[src/rtl/alu_pkg.sv]
// +--------------------------------------------------------------------------+
// | alu_pkg : opcodes, FSM state encoding and flag bundle for alu_seq        |
// | Rev 1.0                                                                  |
// +--------------------------------------------------------------------------+
`default_nettype none

package alu_pkg;

  localparam logic [2:0] OP_AND = 3'd0;
  localparam logic [2:0] OP_ADD = 3'd1;
  localparam logic [2:0] OP_SUB = 3'd2;
  localparam logic [2:0] OP_OR  = 3'd3;
  localparam logic [2:0] OP_XOR = 3'd4;
  localparam logic [2:0] OP_SHL = 3'd5;
  localparam logic [2:0] OP_SHR = 3'd6;
  localparam logic [2:0] OP_MUL = 3'd7;

  typedef enum logic [1:0] {
    IDLE = 2'd0,
    BUSY = 2'd1,
    DONE = 2'd2
  } state_e;

  typedef struct packed {
    logic z;
    logic n;
    logic c;
    logic v;
  } flags_t;

endpackage

`default_nettype wire

[src/rtl/alu_seq_if.sv]
// +--------------------------------------------------------------------------+
// | alu_seq_if : operand-issue / result valid-ready bundle for alu_seq       |
// | Rev 1.0                                                                  |
// +--------------------------------------------------------------------------+
`default_nettype none

interface alu_seq_if #(
  parameter int WIDTH = 16
);
  logic             in_valid;
  logic             in_ready;
  logic [2:0]       op;
  logic [WIDTH-1:0] a;
  logic [WIDTH-1:0] b;
  logic             out_valid;
  logic             out_ready;
  logic [WIDTH-1:0] result;
  logic             flag_z;
  logic             flag_n;
  logic             flag_c;
  logic             flag_v;

  modport master (
    output in_valid, op, a, b, out_ready,
    input  in_ready, out_valid, result, flag_z, flag_n, flag_c, flag_v
  );

  modport slave (
    input  in_valid, op, a, b, out_ready,
    output in_ready, out_valid, result, flag_z, flag_n, flag_c, flag_v
  );
endinterface

`default_nettype wire

[src/rtl/alu_mul_seq.sv]
// +--------------------------------------------------------------------------+
// | alu_mul_seq : WIDTH-iteration shift-add unsigned multiplier              |
// | Rev 1.0                                                                  |
// +--------------------------------------------------------------------------+
`default_nettype none

module alu_mul_seq #(
  parameter int WIDTH = 16
) (
  input  logic             clk,
  input  logic             rst_n,
  input  logic             start,
  input  logic [WIDTH-1:0] a,
  input  logic [WIDTH-1:0] b,
  output logic             done,
  output logic [WIDTH-1:0] prod_lo,
  output logic             prod_hi_nz
);

  localparam int CW = $clog2(WIDTH + 1);

  logic [2*WIDTH-1:0] acc_q, acc_d;
  logic [2*WIDTH-1:0] mcand_q, mcand_d;
  logic [WIDTH-1:0]   mplier_q, mplier_d;
  logic [CW-1:0]      cnt_q, cnt_d;

  always_comb begin
    acc_d    = acc_q;
    mcand_d  = mcand_q;
    mplier_d = mplier_q;
    cnt_d    = cnt_q;
    if (start) begin
      acc_d    = '0;
      mcand_d  = {{WIDTH{1'b0}}, a};
      mplier_d = b;
      cnt_d    = CW'(WIDTH);
    end else if (cnt_q != '0) begin
      if (mplier_q[0]) begin
        acc_d = acc_q + mcand_q;
      end
      mcand_d  = mcand_q << 1;
      mplier_d = mplier_q >> 1;
      cnt_d    = cnt_q - CW'(1);
    end
  end

  // Product is taken from the next-state accumulator so the owner can
  // register it on the same edge as the last iteration.
  assign done       = (cnt_q == CW'(1));
  assign prod_lo    = acc_d[WIDTH-1:0];
  assign prod_hi_nz = |acc_d[2*WIDTH-1:WIDTH];

  always_ff @(posedge clk or negedge rst_n) begin
    if (!rst_n) begin
      acc_q    <= '0;
      mcand_q  <= '0;
      mplier_q <= '0;
      cnt_q    <= '0;
    end else begin
      acc_q    <= acc_d;
      mcand_q  <= mcand_d;
      mplier_q <= mplier_d;
      cnt_q    <= cnt_d;
    end
  end

endmodule

`default_nettype wire

[src/rtl/alu_seq.sv]
// +--------------------------------------------------------------------------+
// | alu_seq : handshaked 8-op ALU with flags and sequential multiplier       |
// | Rev 1.0                                                                  |
// +--------------------------------------------------------------------------+
`default_nettype none

module alu_seq
  import alu_pkg::*;
#(
  parameter int WIDTH = 16,
  parameter int SHW   = $clog2(WIDTH)
) (
  input logic       clk,
  input logic       rst_n,
  alu_seq_if.slave  bus
);

  state_e           state_q, state_d;
  logic [WIDTH-1:0] result_q, result_d;
  flags_t           flags_q, flags_d;

  logic             in_ready, accept, mul_start, mul_done, mul_hi_nz;
  logic [WIDTH-1:0] mul_lo;
  logic [WIDTH-1:0] alu_res;
  logic             alu_c, alu_v;
  logic [WIDTH:0]   sum_ext, diff_ext, shl_ext, shr_ext;
  logic [SHW-1:0]   sh_amt;
  logic             a_msb, b_msb;

  assign in_ready  = (state_q == IDLE) || ((state_q == DONE) && bus.out_ready);
  assign accept    = bus.in_valid && in_ready;
  assign mul_start = accept && (bus.op == OP_MUL);

  alu_mul_seq #(.WIDTH(WIDTH)) u_mul (
    .clk        (clk),
    .rst_n      (rst_n),
    .start      (mul_start),
    .a          (bus.a),
    .b          (bus.b),
    .done       (mul_done),
    .prod_lo    (mul_lo),
    .prod_hi_nz (mul_hi_nz)
  );

  // Shifts carry one extra bit so the last bit shifted out lands in it.
  always_comb begin
    a_msb    = bus.a[WIDTH-1];
    b_msb    = bus.b[WIDTH-1];
    sh_amt   = bus.b[SHW-1:0];
    sum_ext  = {1'b0, bus.a} + {1'b0, bus.b};
    diff_ext = {1'b0, bus.a} + {1'b0, ~bus.b} + {{WIDTH{1'b0}}, 1'b1};
    shl_ext  = {1'b0, bus.a} << sh_amt;
    shr_ext  = {bus.a, 1'b0} >> sh_amt;
    alu_res  = '0;
    alu_c    = 1'b0;
    alu_v    = 1'b0;
    case (bus.op)
      OP_AND: alu_res = bus.a & bus.b;
      OP_ADD: begin
        alu_res = sum_ext[WIDTH-1:0];
        alu_c   = sum_ext[WIDTH];
        alu_v   = (a_msb == b_msb) && (sum_ext[WIDTH-1] != a_msb);
      end
      OP_SUB: begin
        alu_res = diff_ext[WIDTH-1:0];
        alu_c   = diff_ext[WIDTH];
        alu_v   = (a_msb != b_msb) && (diff_ext[WIDTH-1] != a_msb);
      end
      OP_OR:  alu_res = bus.a | bus.b;
      OP_XOR: alu_res = bus.a ^ bus.b;
      OP_SHL: begin
        alu_res = shl_ext[WIDTH-1:0];
        alu_c   = shl_ext[WIDTH];
      end
      OP_SHR: begin
        alu_res = shr_ext[WIDTH:1];
        alu_c   = shr_ext[0];
      end
      default: alu_res = '0;
    endcase
  end

  always_comb begin
    state_d  = state_q;
    result_d = result_q;
    flags_d  = flags_q;
    case (state_q)
      IDLE, DONE: begin
        if (accept) begin
          if (bus.op == OP_MUL) begin
            state_d = BUSY;
          end else begin
            state_d   = DONE;
            result_d  = alu_res;
            flags_d.z = (alu_res == '0);
            flags_d.n = alu_res[WIDTH-1];
            flags_d.c = alu_c;
            flags_d.v = alu_v;
          end
        end else if ((state_q == DONE) && bus.out_ready) begin
          state_d = IDLE;
        end
      end
      BUSY: begin
        if (mul_done) begin
          state_d   = DONE;
          result_d  = mul_lo;
          flags_d.z = (mul_lo == '0);
          flags_d.n = mul_lo[WIDTH-1];
          flags_d.c = mul_hi_nz;
          flags_d.v = 1'b0;
        end
      end
      default: state_d = IDLE;
    endcase
  end

  always_ff @(posedge clk or negedge rst_n) begin
    if (!rst_n) begin
      state_q  <= IDLE;
      result_q <= '0;
      flags_q  <= '0;
    end else begin
      state_q  <= state_d;
      result_q <= result_d;
      flags_q  <= flags_d;
    end
  end

  assign bus.in_ready  = in_ready;
  assign bus.out_valid = (state_q == DONE);
  assign bus.result    = result_q;
  assign bus.flag_z    = flags_q.z;
  assign bus.flag_n    = flags_q.n;
  assign bus.flag_c    = flags_q.c;
  assign bus.flag_v    = flags_q.v;

endmodule

`default_nettype wire

[src/flat_wrapper.sv]
// flat-port wrapper written by rule: the top's interface ports become plain ports
module alu_seq_flat import alu_pkg::*;
#(
  parameter int WIDTH = 16,
  parameter int SHW   = $clog2(WIDTH)
)
  (clk, rst_n, bus_in_valid, bus_op, bus_a, bus_b, bus_out_ready, bus_in_ready, bus_out_valid, bus_result, bus_flag_z, bus_flag_n, bus_flag_c, bus_flag_v);
  alu_seq_if #(.WIDTH(WIDTH)) bus_i ();
  input logic clk;
  input logic rst_n;
  input wire logic [$bits(bus_i.in_valid)-1:0] bus_in_valid;
  input wire logic [$bits(bus_i.op)-1:0] bus_op;
  input wire logic [$bits(bus_i.a)-1:0] bus_a;
  input wire logic [$bits(bus_i.b)-1:0] bus_b;
  input wire logic [$bits(bus_i.out_ready)-1:0] bus_out_ready;
  output wire logic [$bits(bus_i.in_ready)-1:0] bus_in_ready;
  output wire logic [$bits(bus_i.out_valid)-1:0] bus_out_valid;
  output wire logic [$bits(bus_i.result)-1:0] bus_result;
  output wire logic [$bits(bus_i.flag_z)-1:0] bus_flag_z;
  output wire logic [$bits(bus_i.flag_n)-1:0] bus_flag_n;
  output wire logic [$bits(bus_i.flag_c)-1:0] bus_flag_c;
  output wire logic [$bits(bus_i.flag_v)-1:0] bus_flag_v;
  assign bus_i.in_valid = bus_in_valid;
  assign bus_i.op = bus_op;
  assign bus_i.a = bus_a;
  assign bus_i.b = bus_b;
  assign bus_i.out_ready = bus_out_ready;
  assign bus_in_ready = bus_i.in_ready;
  assign bus_out_valid = bus_i.out_valid;
  assign bus_result = bus_i.result;
  assign bus_flag_z = bus_i.flag_z;
  assign bus_flag_n = bus_i.flag_n;
  assign bus_flag_c = bus_i.flag_c;
  assign bus_flag_v = bus_i.flag_v;
  alu_seq #(.WIDTH(WIDTH), .SHW(SHW)) u_core (.clk(clk), .rst_n(rst_n), .bus(bus_i));
endmodule
[config.mk]
export PLATFORM = sky130hd
export DESIGN_NAME = alu_seq_flat
export DESIGN_NICKNAME = d
export VERILOG_FILES = /design/src/rtl/alu_pkg.sv /design/src/rtl/alu_seq_if.sv /design/src/rtl/alu_mul_seq.sv /design/src/rtl/alu_seq.sv /design/src/flat_wrapper.sv
export SDC_FILE = /design/constraint.sdc
export NUM_CORES = 1
export LEC_CHECK = 0
export ABC_AREA = 0
export CELL_PAD_IN_SITES_DETAIL_PLACEMENT = 1
export CELL_PAD_IN_SITES_GLOBAL_PLACEMENT = 2
export CORE_ASPECT_RATIO = 0.75
export CORE_UTILIZATION = 34
export CTS_CLUSTER_SIZE = 20
export DETAILED_ROUTE_END_ITERATION = 8
export GPL_TIMING_DRIVEN = 1
export PLACE_DENSITY = 0.89
export SYNTH_ARGS = -nofsm -noshare
export SYNTH_HDL_FRONTEND = slang
export SYNTH_HIERARCHICAL = 1
export SYNTH_SLANG_ARGS = --single-unit
[constraint.sdc]
create_clock -name clk -period 3.37 [get_ports clk]
set_input_delay 0.674 -clock clk [delete_from_list [all_inputs] [get_ports clk]]
set_output_delay 0.674 -clock clk [all_outputs]
set_load 0.05 [all_outputs]
* After elaboration in Yosys (flattened, before gate mapping)
Index checks and enable logic that the tools add are counted.
** Storage, ports and cells
- Register bits :: 107
- Output and inout port bits :: 22
- Logic and storage cells :: 81
** Operators by class
- $add $sub $neg :: 5
- Equality and inequality tests :: 18
- Shift operators :: 2
- Muxes and demuxes :: 25
- Bitwise operators :: 4
- Reduce and logical (&&, ||, !) cells :: 17
** Operators by type and width (number)
- 32-bit 2-to-1 mux :: 5
- 16-bit case mux with 7 select lines :: 1
- 16-bit 2-to-1 mux :: 5
- 16-bit by 16-bit adder with 17-bit output :: 2
- 32-bit adder :: 1
- 16-bit zero test :: 2
- 16-bit case mux with 2 select lines :: 1
- 17-bit by 1-bit adder with 17-bit output (second input constant) :: 1
- 16-bit by 4-bit left shift with 17-bit output :: 1
- 17-bit by 4-bit right shift with 17-bit output :: 1
- 16-bit AND :: 1
- 16-bit NOT :: 1
- 16-bit bitwise OR :: 1
- 16-bit OR reduction :: 1
- 16-bit XOR :: 1
- 3-bit == test (second input constant) :: 4
- 4-bit 2-to-1 mux :: 3
- 5-bit 2-to-1 mux :: 2
- 2-bit 2-to-1 mux :: 4
- 4-bit case mux with 2 select lines :: 1
- 3-bit by 2-bit == test with 1-bit output (second input constant) :: 2
- 5-bit by 1-bit == test with 1-bit output (second input constant) :: 1
- 1-bit logical AND :: 5
- 5-bit nonzero test :: 1
- 19 further kinds :: 23

* Logic depth before layout (Yosys ltp)
Gate-level depths: netlist (run 1).
- Depth after elaboration :: 9
- Gate-level depth with buffers :: 16

* Cells and area by module
The synthesis (run 1) kept the hierarchy.
** By module, submodules not included
- alu_mul_seq :: instances 1, cells each 693, area each 5796.8 sq um, sequential area each 2127.0 sq um
- alu_seq :: instances 1, cells each 691, area each 5321.4 sq um, sequential area each 525.5 sq um

* Worst setup path after synthesis (run 1)
Ideal clock, no wire load.
- Path type :: input to register
- Start point :: in bus_out_ready
- End point :: reg u_core.flags_q (netlist bit u_core/bus.flag_z)
- Library setup time :: 80 ps
- Data arrival time :: 3993 ps
- Required time :: 3290 ps
- Path slack :: -703 ps
- Cell stages on the path :: 15
- Path buffers :: 5
- Path through :: inv_1 -> a21oi_1 -> nand2_1 -> nor2_1 -> clkbuf_1 -> buf_1 -> clkbuf_1 -> clkbuf_1 -> a21oi_1 -> buf_4 -> nor4_1 -> nand2_1 -> nor4_1 -> a31oi_1 -> o22ai_2
** Between the ends
- Longest elaborated chain between the ends :: 8
** Ends and longest elaborated chain
- start: declaration :: line flat_wrapper.sv:15 : input wire logic [$bits(bus_i.out_ready)-1:0] bus_out_ready;
- 1-bit logical AND :: line alu_seq.sv:30 : assign in_ready = (state_q == IDLE) || ((state_q == DONE) && bus.out_ready);
- 1-bit logical OR :: line alu_seq.sv:30
- via bus_in_ready :: line flat_wrapper.sv:16 : output wire logic [$bits(bus_i.in_ready)-1:0] bus_in_ready;
- 1-bit logical AND :: line alu_seq.sv:31 : assign accept = bus.in_valid && in_ready;
- 1-bit logical AND :: line alu_seq.sv:32 : assign mul_start = accept && (bus.op == OP_MUL);
- via u_core.mul_start :: line alu_seq.sv:22 : logic in_ready, accept, mul_start, mul_done, mul_hi_nz;
- 32-bit 2-to-1 mux :: line alu_mul_seq.sv:32 : if (start) begin
- via u_core.u_mul.acc_d[6] :: line alu_mul_seq.sv:22 : logic [2*WIDTH-1:0] acc_q, acc_d;
- 16-bit zero test :: line alu_seq.sv:108 : flags_d.z = (mul_lo == '0);
- 4-bit 2-to-1 mux :: line alu_seq.sv:105 : if (mul_done) begin
- 4-bit case mux with 2 select lines :: line alu_seq.sv:87 : case (state_q)
- end signal: assignment :: line alu_seq.sv:126 : flags_q <= flags_d;
- end: declaration :: line alu_seq.sv:20 : flags_t flags_q, flags_d;
The timed path passes the listed nets, and every way through them passes these cells. The select of a mux whose other input is x is not followed.
A chain may end at the register's enable or synchronous reset.

* Worst setup path in the final report (run 1)
- Start point :: reg u_core.u_mul.acc_q[0]
- End point :: reg u_core.flags_q (netlist bit u_core/bus.flag_c)
** Between the ends
- Longest elaborated chain between the ends :: 7
** Ends and longest elaborated chain
- start: declaration :: line alu_mul_seq.sv:22
- start signal: assignment :: line alu_mul_seq.sv:55 : acc_q <= '0;
- start signal: assignment :: line alu_mul_seq.sv:60 : acc_q <= acc_d;
- 32-bit adder :: line alu_mul_seq.sv:39 : acc_d = acc_q + mcand_q;
- 32-bit 2-to-1 mux :: line alu_mul_seq.sv:38 : if (mplier_q[0]) begin
- 32-bit 2-to-1 mux :: line alu_mul_seq.sv:37 : end else if (cnt_q != '0) begin
- 32-bit 2-to-1 mux :: line alu_mul_seq.sv:32
- via u_core.u_mul.acc_d[28] :: line alu_mul_seq.sv:22
- 16-bit OR reduction :: line alu_mul_seq.sv:51 : assign prod_hi_nz = |acc_d[2*WIDTH-1:WIDTH];
- via u_core.mul_hi_nz :: line alu_seq.sv:22
- 4-bit 2-to-1 mux :: line alu_seq.sv:105
- 4-bit case mux with 2 select lines :: line alu_seq.sv:87
The timed path passes the listed nets, and every way through them passes these cells. The select of a mux whose other input is x is not followed.

==> results of run 1 <==
per-layer routing:
layer | share of wire [%] | wire [µm] | vias to the layer above | GRT usage (%)
li1 | - | - | 5663 | -
met1 | 45 | 22700 | 6337 | 41.8
met2 | 42 | 20800 | 598 | 43.6
met3 | 11 | 5550 | 91 | 10.5
met4 | 1.7 | 874 | 2 | 6.52
met5 | 0.14 | 71 | - | 1.65
cell type report:
class                           instances  area, µm²  share of cell area (%)
Clock buffer                           10        229                    1.51
Clock inverter                          4       77.6                   0.512
Inverter                               64        240                    1.58
Multi-Input combinational cell       1097       8070                    53.2
Sequential cell                       106       2650                    17.5
Tap cell                              435        544                    3.59
Timing Repair Buffer                  414       3350                    22.1
critical path, cell delays in order (launching register included):
cell,delay [ps]
dfrtp_1,380
ha_2,190
inv_1,50
fa_2,370
nor2b_4,150
o2111ai_2,170
a21oi_2,220
o211ai_1,160
a211o_1,350
a21o_1,200
a211o_1,280
nand3b_1,210
nor4_2,270
buf_4,160
nand2_2,70
o21ai_2,130
a21oi_1,70
state kept, by name, indices dropped and copies added (netlist names):
register and flops:
u_core/bus.flag_v 1, u_core/u_mul/mplier_q 16, u_core/bus.flag_z 1, u_core/u_mul/acc_q 32, u_core/state_q 2, u_core/bus.result 16, u_core/u_mul/cnt_q 5, u_core/u_mul/mcand_q 32
u_core/bus.flag_c 1
repair_timing:
item,4_1_cts,5_1_grt
endpoints found under the setup margin,13,10
cloned,0,0
resized for setup,57,44
setup buffers,5,5
pin swaps,20,19
metrics by stage:
stage | power (µW) | worst slack (ps)
after global placement | 7700 | -792
final | 9550 | -188
after floorplan | 5540 | -22.9
after detailed placement | 7990 | -882
after global routing | 10100 | -363
after CTS | 9360 | -262
worst paths after layout:
kind / endpoint / slack, ps / cells past startpoint
setup / recovery: u_core/bus.flag_c / -190 / 16
hold / removal: u_core/u_mul/acc_q[27] / 160 / 1
hold reg to reg: u_core/bus.result[9] / 520 / 2
min in group clk: u_core/bus.result[9] / 520 / 2
setup reg to reg: u_core/bus.flag_c / -190 / 16
max in group asynchronous: u_core/u_mul/cnt_q[1] / 2400 / 2
power breakdown:
| group | total (µW) | internal (µW) | switching (µW) |
|---|---|---|---|
| sequential | 2170 | 1740 | 422 |
| clock | 1220 | 650 | 568 |
| combinational | 6170 | 2680 | 3490 |
kinds of logic after synthesis:
| group | after synthesis |
|---|---|
| AOI/OAI and AO/OA | 416 |
| xor gates and xnor gates | 26 |
| adders and majority gates | 87 |
| buffers and inverters | 181 |
| DFF | 106 |
| muxes | 109 |
| and+or+nand+nor | 459 |
layout by cell type (no fill, tap or decap), drive strengths merged, types with 13 or more instances in the layout:
master and count:
buf 357, nand2 169, a21oi 113, dfrtp 106, nor2 103, o21ai 93, ha 84, mux2i 76
inv 65, clkdlybuf4s50 48, nand3 34, nor3 29, a21o 25, mux4 21, o211ai 20, o22ai 19
xnor2 17, a211oi 17, nor2b 16, and2 14, nand2b 13, o21a 13, a31oi 13, nor4 13
==> metrics.txt, run 1 <==
run status finished with violations; failing checks setup timing; num ports 61; Post-Synthesis Net Count 1,510; placed cell areas 14,400 µm²; vias per cell 5.96; number of DRC violations after detailed-routing iteration 0 1,491; number of clock sinks 106; share of post-route cells with drive strength above 1 29.3%; worst setup skew after layout 14.1 ps; synthesized flop and latch total 106; total number of vias 12,700; Die ar. 33,400 µm²; synthesized-area fraction occupied by and/or/nand/nor cells 19.8%; largest net degree at the start of global routing 57; # H-tree levels 3; Period Utilization, post-route 106%; Worst Setup SP u_core/u_mul/acc_q[0]; fraction of post-synthesis cell area in the top cell type by area 23.9%; Min-Delay Path Class in -> async; utilization of the core after routing 47.8%; final net count 1,818; type of the setup path with the least slack reg -> reg; Startpoint Class register; Critical Path RT 3620 ps; final critical-path setup slack -188 ps; clock tree root buffer cell clkbuf_16; static leakage 0.00703 µW; GP Congestion 1.05; share of the yosys chip area belonging to registers 23.9%; Post-Layout Inst Area 15,200 µm²; hold buffer count at cts 0; global-route wire length before repair 76.1 mm; residual overflow from global routing 0; minimum hold slack 161 ps; setup repair after global routing missed its margin yes; Fin. Hold Viols 0; distinct cell type count of the synthesized netlist 86; EDFF count, synth 0; power per cell area 630 nW/µm²; post-route DRC violation count 0; Antenna Diode Count 0; final number of setup-violating endpoints 4; warnings from Yosys 6; aggregate negative setup slack -490 ps; Async SR Flop Fraction 100%; post-layout minimum cycle time 3560 ps; netlist area before placement 11,100 µm²; synthesized-area fraction occupied by adder cells 9.99%; Die Y 159 µm; area share of xor/xnor cells in the synthesized design 2.05%; max-cap viol count 0; clock latency on the worst-skew pair 380 ps; Critical Path Sink Type register; antenna violations before repair 0; most instantiated library cell after synthesis nand2_1; Longest Clk Path Bufs 2; Worst EP arrival 3810 ps; most instantiated flip-flop cell in the synthesis netlist dfrtp_1; transition time at the pin with the least slew margin 894 ps; Compound-Gate Fraction of Synth Area 24.6%; synthesis-to-layout area growth 36.4%; row count 56; global routing usage summed across all routing layers 29.9%; slew margin rel. 40.4%; CTS Buf Count 9; main combinational cell family by area after synthesis compound AO/OA/AOI/OAI gates; total instance count after detailed placement 2,106; vias in the first global route 12,900; count of final max-slew check failures 0; syn_area_per_cell 8.03 µm²; biggest area consumer among synthesized cells dfrtp_1; starting density of the core 35.0%; final wirelength 50.0 mm; final cell count without fillers 2,130; area of the core 31,700 µm²; width of the die 211 µm; number of I/O port buffers 60; worst-path maximum fanout 3; number of instances in the synthesized netlist 1,384; clock tree from TritonCTS yes; share of synthesized area spent on multiplexers 12.4%; remaining antenna violation count after routing 0; clock-pin slew reported for the worst setup and hold paths after clock tree synthesis 80 ps; origin of the critical flop-to-flop path u_core/u_mul/acc_q[0]; number of detailed-routing iterations run before antenna repair 6; Highest Clock Rate 281 MHz; routed wirelength normalized by instance count 23.5 µm; fillcell total 3,775; peak supply drop 0.000373 V; Synth area leaders dfrtp_1, ha_1, mux2i_1; most instantiated cells after synthesis nand2_1, a21oi_1, dfrtp_1; estimated wirelength of the detail-placed design 38.6 mm
No activity file was read; power rests on OpenSTA's default activity.
==> inputs of run 2 (changes only) <==
--- a/config.mk
+++ b/config.mk
@@ -5,10 +5,11 @@
 export SDC_FILE = /design/constraint.sdc
 export NUM_CORES = 1
 export LEC_CHECK = 0
-export ABC_AREA = 0
+export ABC_CLOCK_PERIOD_IN_PS = 3370
 export CELL_PAD_IN_SITES_DETAIL_PLACEMENT = 1
 export CELL_PAD_IN_SITES_GLOBAL_PLACEMENT = 2
 export CORE_ASPECT_RATIO = 0.75
+export CORE_MARGIN = 8
 export CORE_UTILIZATION = 34
 export CTS_CLUSTER_SIZE = 20
 export DETAILED_ROUTE_END_ITERATION = 8
==> run 2 against run 1 <==
The flow still finishes with violations (setup timing). Count of clock-buffer cells in the layout is the same. Utilization up 0.26 points. First-iteration DRC count decreased by 1.3%. Die area is 16% higher. Largest cell class unchanged. Flip-flop and latch count unchanged. Highest routed layer unchanged. Critical path type unchanged. Final cell count increased by 1.1%.
==> metrics.txt, run 2 (synthesized netlist as in run 1, its figures left out) <==
run status finished with violations (unchanged); failing checks setup timing (unchanged); worst-path maximum fanout 4 (was 3); CTS Buf Count 9 (unchanged); clock latency on the worst-skew pair 370 ps (was 380 ps); Psw 4650 µW (was 4480 µW); path depth of the worst reg2reg path 17 (was 16); transition time at the pin with the least slew margin 758 ps (was 894 ps); number of DRC violations after detailed-routing iteration 0 1,471 (was 1,491); minimum hold slack 94.0 ps (was 161 ps); final net count 1,832 (was 1,818); residual overflow from global routing 0 (unchanged); type of the setup path with the least slack reg -> reg (unchanged); Period Utilization, post-route 113% (was 106%); Startpoint Class register (unchanged); area of the core 32,300 µm² (was 31,700 µm²); registers with the most flip-flops u_core/u_mul/acc_q x32, u_core/u_mul/mcand_q x32 (unchanged); Critical Path Sink Type register (unchanged); origin of the critical flop-to-flop path u_core/u_mul/acc_q[0] (unchanged); estimated wirelength of the detail-placed design 38.7 mm (was 38.6 mm); Longest Clk Path Bufs 2 (unchanged); clock-pin slew reported for the worst setup and hold paths after clock tree synthesis 90 ps (was 80 ps); largest net degree at the start of global routing 103 (was 57); worst setup skew after layout 18.1 ps (was 14.1 ps); minimum setup slack among reg-to-reg paths -450 ps (was -190 ps); max-cap viol count 0 (unchanged); Critical Path RT 3610 ps (was 3620 ps); final wirelength 50.9 mm (was 50.0 mm); final critical-path setup slack -449 ps (was -188 ps); Int Power 5310 µW (was 5070 µW); Die Y 173 µm (was 159 µm); global-route wire length before repair 76.9 mm (was 76.1 mm); Worst EP arrival 4060 ps (was 3810 ps); Fin. Hold Viols 0 (unchanged); vias in the first global route 13,000 (was 12,900); synthesis-to-layout area growth 39.6% (was 36.4%); # H-tree levels 3 (unchanged); count of final max-slew check failures 0 (unchanged); row count 57 (was 56); width of the die 225 µm (was 211 µm); Die ar. 38,800 µm² (was 33,400 µm²); number of I/O port buffers 60 (unchanged); clock tree from TritonCTS yes (unchanged); remaining antenna violation count after routing 0 (unchanged); final number of setup-violating endpoints 1 (was 4); number of detailed-routing iterations run before antenna repair 7 (was 6); starting density of the core 34.4% (was 35.0%); Logic pwr share 65.5% (was 64.6%); static leakage 0.00723 µW (was 0.00703 µW); clock tree root buffer cell clkbuf_16 (unchanged); num ports 61 (unchanged); Clk network pwr share 13.0% (was 12.8%); routed wirelength normalized by instance count 23.6 µm (was 23.5 µm); fraction of power spent switching nets 46.7% (was 46.9%); number of clock sinks 106 (unchanged); Worst R2R End u_core/bus.flag_c (unchanged); share of total power in sequential cells 21.5% (was 22.7%); Highest Clock Rate 262 MHz (was 281 MHz); aggregate negative setup slack -449 ps (was -490 ps); fillcell total 3,834 (was 3,775); share of post-route cells with drive strength above 1 31.8% (was 29.3%); Min-Delay Path Class in -> async (unchanged); most common cell after layout, fill and taps aside buf_4 (unchanged); vias per cell 5.98 (was 5.96); Antenna Diode Count 0 (unchanged); post-layout minimum cycle time 3820 ps (was 3560 ps); commonest cells after routing, fill and taps aside buf_4, nand2_1, dfrtp_1, nor2_1, a21oi_1 (was buf_4, nand2_1, dfrtp_1, a21oi_1, nor2_1); peak supply drop 0.000348 V (was 0.000373 V); setup repair after global routing missed its margin yes (unchanged); global routing usage summed across all routing layers 24.8% (was 29.9%); power per cell area 642 nW/µm² (was 630 nW/µm²); slew margin rel. 49.3% (was 40.4%); antenna violations before repair 2 (was 0); post-route DRC violation count 0 (unchanged); total number of vias 12,900 (was 12,700); GP Congestion 1.08 (was 1.05)
-- run 2: cell types whose count changed in the layout (fill, tap and decap cells not counted), moves of 3 or more --
cell,change
mux2i_2,+3
inv_1,-6
clkdlybuf4s50_1,-7
buf_4,+17
inv_2,+5
dlymetal6s2s_1,+7
a21oi_1,-3
mux2i_1,-3
ha_4,+4
ha_1,-5
nand2_1,-3
-- run 2: worst max path at each step --
stage | slack, ps | startpoint | endpoint
6_report | -450 | u_core/u_mul/acc_q[0] | u_core/bus.flag_c
4_1_cts | -420 | u_core/u_mul/acc_q[0] | u_core/bus.flag_c
3_3_place_gp | -690 | bus_a[0] | u_core/bus.flag_z
3_5_place_dp | -820 | bus_a[0] | u_core/bus.flag_z
2_1_floorplan | -20 | bus_b[2] | u_core/bus.flag_z
5_1_grt | -540 | u_core/u_mul/acc_q[0] | u_core/bus.flag_c
-- run 2: stage by stage --
step / power (µW) / utilization (%) / std cells / worst slack [ps] / cell area [µm²]
CTS: 9650 / 46.5 / 2137 / -420 / 15000
detailed placement: 8160 / 44.6 / 2117 / -823 / 14400
floorplan: 5540 / - / 1384 / -22.9 / 11100
global placement: 7870 / 44.6 / 2117 / -686 / 14400
global route: 10500 / 48.0 / 2153 / -538 / 15500
finish: 9960 / 48.0 / 2153 / -449 / 15500
-- run 2: what timing repair did --
action,in CTS,in global routing
setup endpoints to repair,12,13
gates resized for setup,58,97
pin swaps,26,49
hold buffers,0,0
buffers inserted,4,16
gates cloned,0,0
-- run 2: critical path: stages (launching register included) --
cell and delay [ps]:
dfrtp_1 390, ha_2 210, inv_2 50, fa_2 380
nor2b_4 160, o2111ai_4 160, a21oi_2 160, buf_4 140
o211ai_1 120, a211o_1 430, a21o_1 200, a211o_1 300
nand3b_1 220, nor4_4 290, buf_4 170, nand2_4 70
o21ai_2 160, a21oi_2 70
-- run 2: cell type report --
| cell class | count | area [µm²] | area share (%) |
|---|---|---|---|
| Clock inverter | 6 | 105 | 0.677 |
| Clock buffer | 10 | 239 | 1.54 |
| Multi-Input combinational cell | 1097 | 8280 | 53.4 |
| Timing Repair Buffer | 428 | 3440 | 22.2 |
| Sequential cell | 106 | 2650 | 17.1 |
| Inverter | 64 | 243 | 1.56 |
| Tap cell | 442 | 553 | 3.56 |
-- run 2: power groups by stage --
stage | registers, µW | clock network [µW] | logic [µW]
2_1_floorplan | 2310 | 0 | 3230
3_3_place_gp | 2120 | 0 | 5760
3_5_place_dp | 2150 | 0 | 6010
4_1_cts | 2130 | 1310 | 6210
5_1_grt | 2190 | 1350 | 7000
6_report | 2140 | 1300 | 6530
-- run 2: metal layers --
layer  GRT usage, %  share of wire (%)  vias up
li1               -                  -     5690
met1           36.0                 45     6444
met2           36.1                 42      647
met3           6.53                 11       95
met4           5.90                2.2        2
met5              0              0.026        -
==> inputs of run 3 (changes only) <==
--- a/config.mk
+++ b/config.mk
@@ -15,6 +15,7 @@
 export DETAILED_ROUTE_END_ITERATION = 8
 export GPL_TIMING_DRIVEN = 1
 export PLACE_DENSITY = 0.89
+export SETUP_SLACK_MARGIN = 0.02
 export SYNTH_ARGS = -nofsm -noshare
 export SYNTH_HDL_FRONTEND = slang
 export SYNTH_HIERARCHICAL = 1
==> run 3 against run 2 <==
The run still ends with setup timing left. Combinational power about the same. Worst setup slack better by 250 ps. Largest power group unchanged. Critical path depth down 1. Count of clock-buffer cells in the layout unchanged. Cell area down 1.4%. Register-to-register slack better by 250 ps. Critical path type unchanged. Fmax up 7.0%. First-iteration DRC count down 5.3%. Sequential share of layout area up 0.25 points.
==> metrics.txt, run 3 (synthesized netlist as in run 1, its figures left out) <==
run status finished with violations (unchanged); failing checks setup timing (unchanged); number of clock sinks 106 (unchanged); peak supply drop 0.000375 V (was 0.000348 V); Critical Path Sink Type register (unchanged); Logic pwr share 65.9% (was 65.5%); fraction of power spent switching nets 47.0% (was 46.7%); placed cell areas 14,300 µm² (was 14,400 µm²); CTS Buf Count 9 (unchanged); # H-tree levels 3 (unchanged); area of the core 32,300 µm² (unchanged); worst-path maximum fanout 3 (was 4); remaining antenna violation count after routing 0 (unchanged); worst setup skew after layout 14.1 ps (was 18.1 ps); width of the die 225 µm (unchanged); total instance count after detailed placement 2,108 (was 2,117); GP Congestion 1.03 (was 1.08); overall power of the completed layout 9890 µW (was 9960 µW); Antenna Diode Count 0 (unchanged); type of the setup path with the least slack reg -> reg (unchanged); origin of the critical flop-to-flop path u_core/u_mul/acc_q[0] (unchanged); share of post-route cells with drive strength above 1 30.1% (was 31.8%); most common cell after layout, fill and taps aside buf_4 (unchanged); num ports 61 (unchanged); final number of setup-violating endpoints 1 (unchanged); starting density of the core 34.4% (unchanged); share of total power in sequential cells 21.8% (was 21.5%); transition time at the pin with the least slew margin 795 ps (was 758 ps); Post-Layout Inst Area 15,300 µm² (was 15,500 µm²); number of detailed-routing iterations run before antenna repair 7 (unchanged); global-route wire length before repair 75.3 mm (was 76.9 mm); total number of vias 12,600 (was 12,900); Psw 4650 µW (about the same); final cell count without fillers 2,136 (was 2,153); vias per cell 5.91 (was 5.98); row count 57 (unchanged); slew margin rel. 46.5% (was 49.3%); global routing usage summed across all routing layers 24.3% (was 24.8%); Int Power 5240 µW (was 5310 µW); final wirelength 50.0 mm (was 50.9 mm); minimum hold slack 205 ps (was 94.0 ps); Min-Delay Path Class in -> async (unchanged); count of final max-slew check failures 0 (unchanged); clock tree from TritonCTS yes (unchanged); Startpoint Class register (unchanged); Fin. Hold Viols 0 (unchanged); Die ar. 38,800 µm² (unchanged); vias in the first global route 13,000 (about the same); commonest cells after routing, fill and taps aside buf_4, nand2_1, dfrtp_1, nor2_1, a21oi_1 (unchanged); Clk network pwr share 12.3% (was 13.0%); post-route DRC violation count 0 (unchanged); clock latency on the worst-skew pair 380 ps (was 370 ps); antenna violations before repair 0 (was 2); estimated wirelength of the detail-placed design 38.5 mm (was 38.7 mm); number of I/O port buffers 60 (unchanged); Worst Setup SP u_core/u_mul/acc_q[0] (unchanged); Critical Path RT 3630 ps (was 3610 ps); Period Utilization, post-route 106% (was 113%); final net count 1,815 (was 1,832); static leakage 0.00706 µW (was 0.00723 µW); residual overflow from global routing 0 (unchanged); registers with the most flip-flops u_core/u_mul/acc_q x32, u_core/u_mul/mcand_q x32 (unchanged); Highest Clock Rate 280 MHz (was 262 MHz); number of DRC violations after detailed-routing iteration 0 1,393 (was 1,471); power per cell area 647 nW/µm² (was 642 nW/µm²); Die Y 173 µm (unchanged); setup repair after global routing missed its margin yes (unchanged); routed wirelength normalized by instance count 23.4 µm (was 23.6 µm); Longest Clk Path Bufs 2 (unchanged); largest net degree at the start of global routing 55 (was 103); fillcell total 3,806 (was 3,834); Worst EP arrival 3830 ps (was 4060 ps); clock-pin slew reported for the worst setup and hold paths after clock tree synthesis 80 ps (was 90 ps); post-layout minimum cycle time 3570 ps (was 3820 ps); max-cap viol count 0 (unchanged); synthesis-to-layout area growth 37.6% (was 39.6%); clock tree root buffer cell clkbuf_16 (unchanged); final critical-path setup slack -199 ps (was -449 ps)
## run 3: routing by layer
metal | track usage, % | vias up | wire (µm)
met5 | 0 | - | 0
met4 | 4.68 | 0 | 890
met3 | 6.83 | 70 | 4720
met2 | 35.6 | 551 | 21500
met1 | 35.0 | 6351 | 22900
li1 | - | 5646 | -
## run 3: area by class of cell
type / instances / area (µm²) / share of cell area, %
clock buffer: 10 / 229 / 1.50
clock inverter: 6 / 90.1 / 0.589
tap: 442 / 553 / 3.61
inverter: 64 / 240 / 1.57
multi-input combinational: 1097 / 8240 / 53.9
timing repair buffer: 411 / 3290 / 21.5
sequential: 106 / 2650 / 17.3
## run 3: final timing paths
check,end,slack (ps),cells after the start
min reg2reg,u_core/bus.result[11],520,1
max,u_core/bus.flag_c,-200,16
max in group asynchronous,u_core/u_mul/acc_q[15],2400,2
min in group clk,u_core/bus.result[11],520,1
min,u_core/u_mul/acc_q[27],200,1
max reg2reg,u_core/bus.flag_c,-200,16
## run 3: what timing repair did
| action | 4_1_cts | 5_1_grt |
|---|---|---|
| hold buffers | 0 | 0 |
| pin swaps | 23 | 41 |
| setup endpoints to repair | 14 | 14 |
| resized for setup | 48 | 82 |
| setup buffers | 6 | 7 |
## run 3: stage by stage
stage / util (%) / TNS, ps / setup slack [ps]
2_1_floorplan: - / 0 / 39.9
3_3_place_gp: 44.3 / -6130 / -688
3_5_place_dp: 44.3 / -7480 / -729
4_1_cts: 46.0 / -327 / -327
5_1_grt: 47.4 / -353 / -339
6_report: 47.4 / -199 / -199
## run 3: power groups by stage
| stage | logic (µW) | clock network, µW | registers (µW) |
|---|---|---|---|
| after floorplan | 3230 | 0 | 2310 |
| after global placement | 5700 | 0 | 2120 |
| after detailed placement | 6010 | 0 | 2160 |
| after CTS | 6170 | 1240 | 2140 |
| after global routing | 6950 | 1280 | 2200 |
| final | 6520 | 1220 | 2160 |
## run 3: worst max-delay path, stage by stage, from the launching register on
cell and delay [ps]:
dfrtp_1 430, ha_4 170, inv_2 40, fa_2 360, nor2b_4 160, o2111ai_4 140, a21oi_2 220, o211ai_1 140
a211o_1 370, a21o_1 180, a211o_1 300, nand3b_1 260, nor4_4 280, buf_4 160, nand2_4 50, o21ai_2 120
a21oi_1 70
